==> config.mk <==
export PLATFORM = sky130hd
export DESIGN_NAME = vga_scan_controller
export DESIGN_NICKNAME = d
export VERILOG_FILES = /design/src/rtl/vga_scan_controller.sv
export SDC_FILE = /design/constraint.sdc
export NUM_CORES = 1
export LEC_CHECK = 0
export BUFFER_PORTS_ARGS = -buffer_cell sky130_fd_sc_hd__buf_2
export CAP_MARGIN = 40
export CORE_ASPECT_RATIO = 0.7
export CORE_MARGIN = 1.5
export CORE_UTILIZATION = 44
export DETAILED_ROUTE_END_ITERATION = 8
export PLACE_DENSITY = 0.81
export SLEW_MARGIN = 5
export SYNTH_ARGS = -nofsm -noshare
export SYNTH_HDL_FRONTEND = slang
export SYNTH_SLANG_ARGS = --single-unit
==> constraint.sdc <==
create_clock -name Clk -period 1.9 [get_ports Clk]
set_input_delay 0 -clock Clk [delete_from_list [all_inputs] [get_ports Clk]]
set_output_delay 0 -clock Clk [all_outputs]
set_load 0.01 [all_outputs]
==> src/rtl/vga_scan_controller.sv <==
// 640x480@60 raster generator: 25 MHz pixel strobe, scan counters, and a one-pixel
// output register stage that aligns colour, blanking and sync on the VGA pins.
module vga_scan_controller #(
    parameter int H_VISIBLE = 640,
    parameter int H_FRONT   = 16,
    parameter int H_SYNC    = 96,
    parameter int H_BACK    = 48,
    parameter int V_VISIBLE = 480,
    parameter int V_FRONT   = 10,
    parameter int V_SYNC    = 2,
    parameter int V_BACK    = 33
) (
    input  logic       Clk,
    input  logic       Reset_n,
    input  logic [7:0] Red,
    input  logic [7:0] Green,
    input  logic [7:0] Blue,
    output logic [9:0] DrawX,
    output logic [9:0] DrawY,
    output logic       pixel_en,
    output logic       VGA_Clk,
    output logic [7:0] VGA_R,
    output logic [7:0] VGA_G,
    output logic [7:0] VGA_B,
    output logic       VGA_HS,
    output logic       VGA_VS,
    output logic       VGA_BLANK_N,
    output logic       VGA_SYNC_N,
    output logic       frame_start
);

    localparam int H_TOTAL = H_VISIBLE + H_FRONT + H_SYNC + H_BACK;
    localparam int V_TOTAL = V_VISIBLE + V_FRONT + V_SYNC + V_BACK;

    localparam logic [9:0] H_LAST   = 10'(H_TOTAL - 1);
    localparam logic [9:0] V_LAST   = 10'(V_TOTAL - 1);
    localparam logic [9:0] H_VIS    = 10'(H_VISIBLE);
    localparam logic [9:0] V_VIS    = 10'(V_VISIBLE);
    localparam logic [9:0] HS_START = 10'(H_VISIBLE + H_FRONT);
    localparam logic [9:0] HS_END   = 10'(H_VISIBLE + H_FRONT + H_SYNC);
    localparam logic [9:0] VS_START = 10'(V_VISIBLE + V_FRONT);
    localparam logic [9:0] VS_END   = 10'(V_VISIBLE + V_FRONT + V_SYNC);

    logic [9:0] hc;
    logic [9:0] vc;
    logic       hs_d;
    logic       vs_d;
    logic       vis_d;
    logic       line_end;
    logic       frame_end;

    always_comb begin
        line_end  = (hc == H_LAST);
        frame_end = (vc == V_LAST);
        hs_d      = !((hc >= HS_START) && (hc < HS_END));
        vs_d      = !((vc >= VS_START) && (vc < VS_END));
        vis_d     = (hc < H_VIS) && (vc < V_VIS);
    end

    // Line and frame wrap share one edge, so DrawY never shows V_TOTAL.
    always_ff @(posedge Clk or negedge Reset_n) begin
        if (!Reset_n) begin
            pixel_en <= 1'b0;
            hc       <= '0;
            vc       <= '0;
        end else begin
            pixel_en <= ~pixel_en;
            if (pixel_en) begin
                if (line_end) begin
                    hc <= '0;
                    vc <= frame_end ? '0 : vc + 10'd1;
                end else begin
                    hc <= hc + 10'd1;
                end
            end
        end
    end

    // Pin stage holds the decode of the pixel just left, one pixel behind DrawX/DrawY.
    always_ff @(posedge Clk or negedge Reset_n) begin
        if (!Reset_n) begin
            VGA_HS      <= 1'b1;
            VGA_VS      <= 1'b1;
            VGA_BLANK_N <= 1'b0;
            VGA_R       <= '0;
            VGA_G       <= '0;
            VGA_B       <= '0;
            frame_start <= 1'b0;
        end else begin
            frame_start <= pixel_en && line_end && frame_end;
            if (pixel_en) begin
                VGA_HS      <= hs_d;
                VGA_VS      <= vs_d;
                VGA_BLANK_N <= vis_d;
                VGA_R       <= vis_d ? Red   : 8'h00;
                VGA_G       <= vis_d ? Green : 8'h00;
                VGA_B       <= vis_d ? Blue  : 8'h00;
            end
        end
    end

    assign DrawX      = hc;
    assign DrawY      = vc;
    assign VGA_Clk    = ~pixel_en;
    assign VGA_SYNC_N = 1'b0;

endmodule

==> Yosys cells after proc, flatten, opt, wreduce, memory -nomap -nowiden <==
Cells that the tools add are included.
Widths: inputs -> output; s select.
{ "classes": {"n_lt_le_gt_ge": 6, "mux": 5, "add_sub_neg": 2, "n_eq_ne": 2, "bitwise_logic": 1, "n_reduce_logical": 8} }
{ "op_table": {"columns": ["operator", "count"], "rows": [
  ["$mux 8", 3],
  ["$add 10x1->10 const B", 2],
  ["$eq 10x10->1 const B", 2],
  ["$lt 10x10->1 const B", 2],
  ["$lt 10x9->1 const B", 2],
  ["$mux 10", 2],
  ["$ge 10x10->1 const B", 1],
  ["$ge 10x9->1 const B", 1],
  ["$logic_and 1x1->1", 5],
  ["$logic_not 1->1", 2],
  ["$reduce_and 2->1", 1],
  ["$not 1->1", 1]
]} }
{ "totals": {"wordCells": 34, "register_bits": 49, "output_inout_bits": 51, "in_bits": 26} }

==> Depth between registers and ports, before layout <==
Gate-level depths: netlist of the first run.
{ "depth": {"word_depth": 3, "depth_mapped": 6, "depth_no_buf": 6} }

==> Worst setup path before layout of the first run <==
Ideal clock, no wire load.
{ "synth_timing": {"path_type": "flip-flop to flip-flop", "start": "register hc[0] (netlist: DrawX[0])", "end": "register vc[3] (netlist: DrawY[3])", "stages_incl_launch_ff": 7, "path_slack_ns": 0.010, "synth_period_minus_slack_ns": 1.890, "setup_time_ns": 0.083, "required_ns": 1.817, "arrival_time_ns": 1.808, "path_buffers": 1, "path_cell_list": "dfrtp_1 -> ha_1 -> nand4b_4 -> or4_4 -> buf_6 -> or3_1 -> o21ai_0"} }
{ "synth_between": {"elab_chain_cells": 2} }
{ "synth_lines": {"columns": ["element", "line", "source"], "rows": [
  ["from (decl)", "44", "logic [9:0] hc;"],
  ["from (signal assigned)", "73", "hc <= hc + 10'd1;"],
  ["$eq 10x10->1", "53", "line_end = (hc == H_LAST);"],
  ["$reduce_and 2->1 (no line)", null, null],
  ["to (signal assigned)", "71", "vc <= frame_end ? '0 : vc + 10'd1;"],
  ["to (decl)", "45", "logic [9:0] vc;"]
]} }
Every way passes these cells.
A chain may end at the register's enable or synchronous reset.

==> Final worst setup path of the first run <==
Same ends and word-level chain as after synthesis.

==> impl_metrics.env, run 1 <==
export IMPL_n_fill_cell=397
export IMPL_fin_worst_skew_ps=5.774
export IMPL_vdd_drop_max_mv=0.4267
export IMPL_drv_cap=0
export IMPL_h_tree_depth=2
export IMPL_drc=0
export IMPL_fp_row_count=21
export IMPL_ys_ff_latch=49
export IMPL_dp_cells=323
export IMPL_min_period_ps=1795
export IMPL_track_usage_pct=19.62
export IMPL_clk_pin_slew_ps=90
export IMPL_gp_congestion=0.8513
export IMPL_ys_seq_area_share_pct=57.29
export IMPL_fin_crit_sh_pct=94.49
export IMPL_nets=329
export IMPL_initial_utilization_pct=45.34
export IMPL_firstDrtPassIters=4
export IMPL_syn_nets=217
export IMPL_postSynth_asyncResetShare_pct=100.0
export IMPL_grt_setup_unrepaired="false"
export IMPL_insertion_delay_ps=300
export IMPL_placed_cell_area_mm2=0.002654
export IMPL_grt_pass1_vias=1681
export IMPL_grt_start_max_net_pins=36
export IMPL_synth_edf_count=0
export IMPL_vias=1829
export IMPL_postSynth_topFlopCell="dfrtp_1"
export IMPL_die_y_um=61.41
export IMPL_synth_distinct_cells=38
export IMPL_slew_viol_final=0
export IMPL_cp_end_kind="flop"
export IMPL_first_iter_violations=119
export IMPL_whs_ps=309.1
export IMPL_core_area_mm2=0.004730
export IMPL_crit_arrival_ps=2020
export IMPL_antenna_cells=0
export IMPL_stdcell_area_mm2=0.002989
export IMPL_ys_warn_count=0
export IMPL_grt_pass1_wl_mm=7.879
export IMPL_power_leakage_nw=1.554
export IMPL_port_buffers=75
export IMPL_tritoncts_num_buffers=5
export IMPL_cts_buffer_depth=2
export IMPL_vias_per_cell=5.138
export IMPL_status="finished, final reports clean"
export IMPL_antenna_found_initial=0
export IMPL_dieArea_mm2=0.005309
export IMPL_r2r_start="DrawX[0]"
export IMPL_path_max_fanout=10
export IMPL_area_growth_pct=39.38
export IMPL_layout_drive_gt1_share_pct=35.79
export IMPL_die_w_um=86.45
export IMPL_netlist_area_mm2=0.002145
export IMPL_fin_tns_setup_ps=0
export IMPL_fin_cells=356
export IMPL_ctsRootBufferMaster="clkbuf_8"
export IMPL_max_freq_mhz=557.0
export IMPL_cts_tree="built"
export IMPL_synthesis_instances=186
export IMPL_worst_slew_pin_slew_ps=774.1
export IMPL_drt_wl_total_mm=5.143
export IMPL_p_per_area_mw_per_mm2=610.2
export IMPL_finalSetupViolCount=0
export IMPL_ioPinCount=77
export IMPL_hpwl_mm=3.429
export IMPL_maxSlewHeadroom_pct=48.39
export IMPL_start_kind="flop"
export IMPL_min_path_type="primary input to asynchronous set/reset pin"
export IMPL_finalHoldViolCount=0
export IMPL_path_class="flop to flop"
export IMPL_grt_overflow=0
export IMPL_postRouteAntennaNets=0
export IMPL_cts_sinks=49
export IMPL_syn_area_per_cell_um2=11.53
export IMPL_required_ps=2120
export IMPL_critPathLaunch="DrawX[0]"
export IMPL_post_cts_buffers=0
export IMPL_wl_per_cell_um=14.45
-- cells in the mapped netlist, drive strengths merged, types with 2 or more instances --
| cell | number | area, um^2 |
|---|---|---|
| nand3 | 9 | 45.04 |
| dfrtp | 47 | 1176 |
| inv | 7 | 26.28 |
| a21o | 2 | 15.01 |
| and3 | 4 | 25.02 |
| buf | 3 | 23.77 |
| o21ai | 9 | 45.04 |
| clkbuf | 7 | 26.28 |
| nor2 | 10 | 37.54 |
| ha | 5 | 62.56 |
| nand4 | 4 | 25.02 |
| dfstp | 2 | 52.55 |
| nor4 | 4 | 31.28 |
| a21oi | 3 | 15.01 |
| nor3 | 10 | 65.06 |
| nand2 | 10 | 37.54 |
| xor2 | 3 | 26.28 |
| a22o | 25 | 219.0 |
| xnor2 | 7 | 61.31 |
-- area by class of cell --
class / count / area (um^2) / area share, %
flip-flops and latches: 49 / 1229 / 41.11
multi-input cells: 120 / 842.1 / 28.17
repair buffers: 115 / 738.2 / 24.70
clock buffers: 6 / 72.57 / 2.428
well taps: 57 / 71.32 / 2.386
inverters: 7 / 26.28 / 0.8790
clock inverters: 2 / 10.01 / 0.3349
-- flip-flops by register name, indices dropped and copies added (netlist names) --
| name | count |
|---|---|
| VGA_HS | 1 |
| VGA_VS | 1 |
| pixel_en | 1 |
| VGA_G | 8 |
| VGA_B | 8 |
| DrawY | 10 |
| VGA_BLANK_N | 1 |
| DrawX | 10 |
| VGA_R | 8 |
| frame_start | 1 |
-- cell usage in the layout (no fill, tap or decap), drive strengths merged --
master and n:
buf 90, dfrtp 47, a22o 25, dlygate4sd3 25, nor2 10, nand2 10, nor3 10, nand3 9
o21ai 9, inv 7, xnor2 7, clkbuf 6, ha 5, nand4 4, and3 4, nor4 4
xor2 3, a21oi 3, dfstp 2, a21o 2, clkinv 2, and2 1, nor4bb 1, nand4b 1
or4 1, o2bb2ai 1, o22ai 1, nand2b 1, mux2i 1, or2 1, o31ai 1, a31oi 1
or3 1, nor3b 1, a41oi 1, conb 1
-- stage by stage --
step	utilization (%)	power, mW	worst slack [ps]
2_1_floorplan	-	1.139	9.657
3_3_place_gp	56.11	1.213	141.3
3_5_place_dp	56.11	1.217	94.11
4_1_cts	63.15	1.836	70.59
5_1_grt	63.20	1.903	31.13
6_report	63.20	1.824	104.7
-- metal layers --
layer,global-route usage [%],vias to the layer above,routed length [um]
li1,-,893,-
met1,26.25,877,2460
met2,32.59,56,2363
met3,4.826,3,278
met4,5.530,0,40
met5,0,-,0
-- critical path, stage by stage (launching register included) --
cell and delay (ps):
dfrtp_1 360, ha_2 220, nand4b_4 120, or4_4 570, or3_1 360, o21ai_0 80
-- timing repair --
action                     in CTS  in global routing
resized for setup               0                  1
setup endpoints to repair       0                  1
hold endpoints to repair       56                  0
hold buffers                   25                  0
-- path summary, 6_finish.rpt --
| check | cells past startpoint | end | slack (ps) |
|---|---|---|---|
| setup / recovery | 5 | DrawY[3] | 100 |
| hold / removal | 2 | DrawY[8] | 310 |
| setup reg to reg | 5 | DrawY[3] | 100 |
| hold reg to reg | 2 | VGA_HS | 500 |
| max in group asynchronous | 3 | VGA_HS | 930 |
| min in group Clk | 3 | VGA_G[2] | 450 |
-- cell families after synthesis --
kind of cell	synth area share (%)
muxes	0.4668
adders and majority gates	2.917
AOI/OAI and AO/OA	15.46
and+or+nand+nor	16.04
xor gates and xnor gates	4.084
other	0.1749
buffers and inverters	3.559
DFF	57.29
-- report_power, final --
part / internal (mW) / switching (mW)
Sequential: 1.07 / 0.0141
Clock: 0.256 / 0.332
Combinational: 0.0892 / 0.0651
Power figures use the tool's default switching activity.
==> run 2: changes to the inputs <==
--- a/config.mk
+++ b/config.mk
@@ -5,13 +5,14 @@
 export SDC_FILE = /design/constraint.sdc
 export NUM_CORES = 1
 export LEC_CHECK = 0
+export ABC_AREA = 1
 export BUFFER_PORTS_ARGS = -buffer_cell sky130_fd_sc_hd__buf_2
 export CAP_MARGIN = 40
 export CORE_ASPECT_RATIO = 0.7
 export CORE_MARGIN = 1.5
-export CORE_UTILIZATION = 44
+export CORE_UTILIZATION = 46
 export DETAILED_ROUTE_END_ITERATION = 8
-export PLACE_DENSITY = 0.81
+export PLACE_DENSITY = 0.82
 export SLEW_MARGIN = 5
 export SYNTH_ARGS = -nofsm -noshare
 export SYNTH_HDL_FRONTEND = slang
==> impl_metrics.env, run 2 <==
export IMPL_crit_path_frequent_cell="inv_1"
export IMPL_gp_congestion=0.9448
export IMPL_max_freq_mhz=618.2
export IMPL_finalHoldViolCount=0
export IMPL_grt_pass1_vias=2273
export IMPL_r2r_start="DrawY[0]"
export IMPL_synth_top_area_share_pct=48.65
export IMPL_cts_sinks=49
export IMPL_path_max_fanout=6
export IMPL_dieArea_mm2=0.005706
export IMPL_tritoncts_num_buffers=5
export IMPL_postRouteAntennaNets=0
export IMPL_ys_ff_latch=49
export IMPL_min_path_type="primary input to asynchronous set/reset pin"
export IMPL_die_w_um=89.65
export IMPL_initial_utilization_pct=49.20
export IMPL_nets=425
export IMPL_syn_nets=323
export IMPL_postSynth_asyncResetShare_pct=100.0
export IMPL_grt_start_max_net_pins=28
export IMPL_ys_seq_area_share_pct=50.83
export IMPL_first_iter_violations=190
export IMPL_drv_cap=0
export IMPL_power_leakage_nw=1.639
export IMPL_start_kind="flop"
export IMPL_grt_pass1_wl_mm=10.87
export IMPL_die_y_um=63.65
export IMPL_synth_largest_area_cell="dfrtp_1"
export IMPL_layout_drive_gt1_share_pct=25.38
export IMPL_final_common_cell="buf_2"
export IMPL_critPathLaunch="DrawY[0]"
export IMPL_finalSetupViolCount=0
export IMPL_regToRegSetupSlack_ps=280
export IMPL_slowest_stage="dfrtp_1"
export IMPL_r2r_cells=7
export IMPL_grt_setup_unrepaired="false"
export IMPL_synthTopCellsByArea="dfrtp_1, nand2_1, inv_1"
export IMPL_h_tree_depth=2
export IMPL_status="finished, final reports clean"
export IMPL_post_cts_buffers=0
export IMPL_vdd_drop_max_mv=0.3762
export IMPL_synth_most_common_cell="nand2_1"
export IMPL_fp_row_count=21
export IMPL_synth_distinct_cells=32
export IMPL_vias_per_cell=4.976
export IMPL_r2r_end="DrawY[1]"
export IMPL_path_class="flop to flop"
export IMPL_crit_end="DrawY[1]"
export IMPL_drt_wl_total_mm=6.442
export IMPL_netlist_area_mm2=0.002417
export IMPL_fin_worst_skew_ps=7.077
export IMPL_required_ps=2080
export IMPL_fin_crit_sh_pct=85.14
export IMPL_drc=0
export IMPL_port_buffers=75
export IMPL_synth_edf_count=0
export IMPL_postSynth_topFlopCell="dfrtp_1"
export IMPL_synthesis_instances=292
export IMPL_track_usage_pct=25.09
export IMPL_antenna_found_initial=0
export IMPL_crit_arrival_ps=1800
export IMPL_slew_viol_final=0
export IMPL_ioPinCount=77
export IMPL_wl_per_cell_um=13.91
export IMPL_cp_cell_sequence="inv_1 > ha_1 > inv_1 > nor2_1 > nand4_1 > nand3_1 > o21ai_0"
export IMPL_clk_pin_slew_ps=90
export IMPL_synth_commonest_cells="nand2_1, dfrtp_1, inv_1"
export IMPL_cts_buffer_depth=2
export IMPL_ctsRootBufferMaster="clkbuf_8"
export IMPL_min_period_ps=1618
export IMPL_insertion_delay_ps=300
export IMPL_hpwl_mm=4.028
export IMPL_area_growth_pct=31.31
export IMPL_antenna_cells=0
export IMPL_syn_area_per_cell_um2=8.278
export IMPL_placed_cell_area_mm2=0.002839
export IMPL_vias=2304
export IMPL_core_area_mm2=0.004913
export IMPL_cts_tree="built"
export IMPL_final_cell_mix="buf_2, nand2_1, dfrtp_1"
export IMPL_p_per_area_mw_per_mm2=582.5
export IMPL_stdcell_area_mm2=0.003174
export IMPL_total_power_mw=1.849
export IMPL_fin_tns_setup_ps=0
export IMPL_grt_overflow=0
export IMPL_ys_warn_count=0
export IMPL_whs_ps=119.3
export IMPL_cp_end_kind="flop"
export IMPL_firstDrtPassIters=4
export IMPL_slowest_delay_ps=440
[run 2: layer usage]
layer | GRT usage (%) | routed length (um) | vias up
li1 | - | - | 1114
met1 | 37.09 | 2919 | 1054
met2 | 34.89 | 2717 | 124
met3 | 7.602 | 712 | 12
met4 | 8.077 | 92 | 0
met5 | 0 | 0 | -
[run 2: where the power goes]
| group | leakage (nW) | switching [mW] | total [mW] | internal (mW) |
|---|---|---|---|---|
| combinational | 0.997 | 0.0781 | 0.159 | 0.0814 |
| sequential | 0.602 | 0.0180 | 1.09 | 1.07 |
| clock | 0.0402 | 0.349 | 0.603 | 0.254 |
[run 2: critical path: cells and delay by family, from the launching register on]
family          cells  cell delay [ps]
compound gates      1               90
fa+ha+maj           1              200
buf+inv             2              230
flops               1              440
simple gates        3              530
[run 2: area by class of cell]
type,count,area (um^2)
clock buffer,5,68.82
clock inverter,2,16.27
fill,402,1739
inverter,49,185.2
multi-input combinational,185,933.4
sequential,49,1229
tap,69,86.33
timing repair buffer,104,655.6
[run 2: logic make-up (layout without fill, tap and decap cells)]
| logic type | Yosys count | after routing | synth area share, % |
|---|---|---|---|
| AOI/OAI and AO/OA | 38 | 38 | 7.867 |
| and+or+nand+nor | 136 | 136 | 26.19 |
| xor gates and xnor gates | 5 | 5 | 1.812 |
| other | 1 | 1 | 0.1551 |
| DFF | 49 | 49 | 50.83 |
| adders and majority gates | 5 | 5 | 2.588 |
| buffers and inverters | 58 | 160 | 10.56 |
[run 2: worst min path at each step]
| stage | start | endpoint | slack, ps | cells past startpoint |
|---|---|---|---|---|
| after floorplan | Reset_n | DrawX[0] | -300 | 0 |
| after CTS | Reset_n | frame_start | 130 | 2 |
| after global routing | Reset_n | frame_start | 150 | 2 |
| final | Reset_n | DrawY[8] | 120 | 2 |
| after detailed placement | Reset_n | DrawX[6] | -90 | 1 |
| after global placement | Reset_n | DrawX[6] | -90 | 1 |
[run 2: timing repair]
action                    CTS  global route
resized for setup           0             0
hold buffers               25             0
hold endpoints to repair   72             0
[run 2: through the flow]
step | utilization, % | worst slack, ps | std cells
after global placement | 57.78 | 411.3 | 431
after CTS | 64.60 | 304.3 | 463
final | 64.60 | 282.4 | 463
after floorplan | - | 514.0 | 292
after detailed placement | 57.78 | 331.9 | 431
after global routing | 64.60 | 90.80 | 463
==> run 3: changes to the inputs <==
--- a/config.mk
+++ b/config.mk
@@ -9,10 +9,10 @@
 export BUFFER_PORTS_ARGS = -buffer_cell sky130_fd_sc_hd__buf_2
 export CAP_MARGIN = 40
 export CORE_ASPECT_RATIO = 0.7
-export CORE_MARGIN = 1.5
+export CORE_MARGIN = 3
 export CORE_UTILIZATION = 46
 export DETAILED_ROUTE_END_ITERATION = 8
-export PLACE_DENSITY = 0.82
+export PLACE_DENSITY = 0.74
 export SLEW_MARGIN = 5
 export SYNTH_ARGS = -nofsm -noshare
 export SYNTH_HDL_FRONTEND = slang
==> impl_metrics.env, run 3 (synthesis gave the netlist of run 2 again) <==
export IMPL_status="finished, final reports clean"
export IMPL_die_w_um=92.65
export IMPL_place_ws_ps=308.4
export IMPL_post_cts_buffers=0
export IMPL_finalHoldViolCount=0
export IMPL_h_tree_depth=2
export IMPL_layout_drive_gt1_share_pct=25.76
export IMPL_min_path_type="primary input to asynchronous set/reset pin"
export IMPL_wl_met1_mm=2.829
export IMPL_hpwl_mm=4.107
export IMPL_firstDrtPassIters=4
export IMPL_required_ps=2110
export IMPL_track_usage_pct=21.23
export IMPL_slew_viol_final=0
export IMPL_port_buffers=75
export IMPL_route_met2_wl_mm=2.604
export IMPL_die_y_um=66.65
export IMPL_fp_row_count=21
export IMPL_cts_tree="built"
export IMPL_grt_pass1_wl_mm=10.29
export IMPL_crit_buf_inv=1
export IMPL_initial_utilization_pct=49.20
export IMPL_n_fill_cell=416
export IMPL_antenna_cells=0
export IMPL_grt_setup_unrepaired="false"
export IMPL_final_cell_mix="buf_2, nand2_1, dfrtp_1"
export IMPL_antenna_found_initial=0
export IMPL_gp_congestion=0.9113
export IMPL_fin_worst_skew_ps=14.86
export IMPL_crit_arrival_ps=1810
export IMPL_vdd_drop_max_mv=0.4679
export IMPL_grt_overflow=0
export IMPL_ctsRootBufferMaster="clkbuf_8"
export IMPL_grt_start_max_net_pins=35
export IMPL_cts_sinks=49
export IMPL_path_class="flop to flop"
export IMPL_worst_slew_pin_slew_ps=707.9
export IMPL_drc=0
export IMPL_layout_setup_ws_ps=297.4
export IMPL_crit_family="simple AND/OR/NAND/NOR gates"
export IMPL_vias=2253
export IMPL_final_common_cell="buf_2"
export IMPL_dieArea_mm2=0.006175
export IMPL_slowest_delay_ps=450
export IMPL_postRouteAntennaNets=0
export IMPL_finalSetupViolCount=0
export IMPL_p_per_area_mw_per_mm2=594.3
export IMPL_cp_end_kind="flop"
export IMPL_min_period_ps=1603
export IMPL_top_layer_used="met4"
export IMPL_cts_buffer_depth=2
export IMPL_clk_pin_slew_ps=100
export IMPL_final_util_pct=65.06
export IMPL_maxSlewHeadroom_pct=52.81
export IMPL_area_growth_pct=32.25
export IMPL_drt_wl_total_mm=6.085
export IMPL_max_freq_mhz=624.0
export IMPL_slowest_stage="dfrtp_1"
export IMPL_core_area_mm2=0.004913
export IMPL_vias_per_cell=4.845
export IMPL_whs_ps=275.8
export IMPL_drv_cap=0
export IMPL_fin_tns_setup_ps=0
export IMPL_fin_crit_sh_pct=84.35
export IMPL_ioPinCount=77
export IMPL_nets=426
export IMPL_wl_per_cell_um=13.09
export IMPL_insertion_delay_ps=310
export IMPL_grt_pass1_vias=2161
export IMPL_wl_met3_um=534
export IMPL_power_leakage_nw=1.656
export IMPL_first_iter_violations=104
export IMPL_start_kind="flop"
export IMPL_tritoncts_num_buffers=5
export IMPL_cp_cell_sequence="nand2_1 > inv_1 > nor2_1 > nand3_2 > o21ai_0"
export IMPL_path_max_fanout=25
export IMPL_cts_resized=0
==> run 3: cell count changes in the layout (fill, tap and decap cells not counted), sizes merged <==
| cell | delta |
|---|---|
| buf | +1 |
| clkbuf | +1 |
| clkinvlp | -1 |
| inv | +1 |
==> run 3: routing by layer <==
metal,up-vias,track usage (%)
met2,99,32.79
li1,1114,-
met5,-,0
met1,1025,28.90
met4,0,6.581
met3,15,6.433
==> run 3: final timing paths <==
check / endpoint / cells after the start / slack, ps / startpoint
min: DrawY[7] / 2 / 280 / Reset_n
max: VGA_R[6] / 5 / 300 / DrawX[8]
max reg2reg: VGA_R[6] / 5 / 300 / DrawX[8]
min in group Clk: VGA_B[2] / 4 / 480 / Blue[2]
min reg2reg: VGA_R[4] / 2 / 490 / VGA_R[4]
max in group asynchronous: VGA_BLANK_N / 3 / 1020 / Reset_n
==> run 3: worst register-to-register path: cells and delay by family, from the launching register on <==
kind	cells	cell delay, ps
AO/OA/AOI/OAI	1	360
AND/OR/NAND/NOR	3	620
flip-flops	1	450
buffers and inverters	1	90
==> run 3: where the power goes <==
group,leakage [nW],switching (mW),internal (mW),total (mW)
clock,0.0518,0.359,0.303,0.662
sequential,0.602,0.0151,1.07,1.08
combinational,1.00,0.0737,0.0812,0.155
total,1.66,0.448,1.45,1.90
==> run 3: what timing repair did <==
action | 4_1_cts | 5_1_grt
endpoints found under the hold margin | 54 | 0
hold buffers | 25 | 0
endpoints found under the setup margin | 0 | 0
==> run 3: layout make-up <==
| type | instances | area, um^2 | area share [%] |
|---|---|---|---|
| Timing Repair Buffer | 105 | 663.1 | 20.74 |
| Sequential cell | 49 | 1229 | 38.43 |
| Tap cell | 69 | 86.33 | 2.701 |
| Multi-Input combinational cell | 185 | 933.4 | 29.20 |
| Inverter | 49 | 185.2 | 5.793 |
| Clock buffer | 6 | 82.58 | 2.583 |
| Clock inverter | 2 | 17.52 | 0.5479 |
==> run 3: metrics by stage <==
step	instances	instance area [um^2]	total power, mW
after floorplan	292	2417	1.136
after global placement	432	2846	1.212
after detailed placement	432	2846	1.214
after CTS	465	3197	1.904
after global routing	465	3197	1.969
final	465	3197	1.900
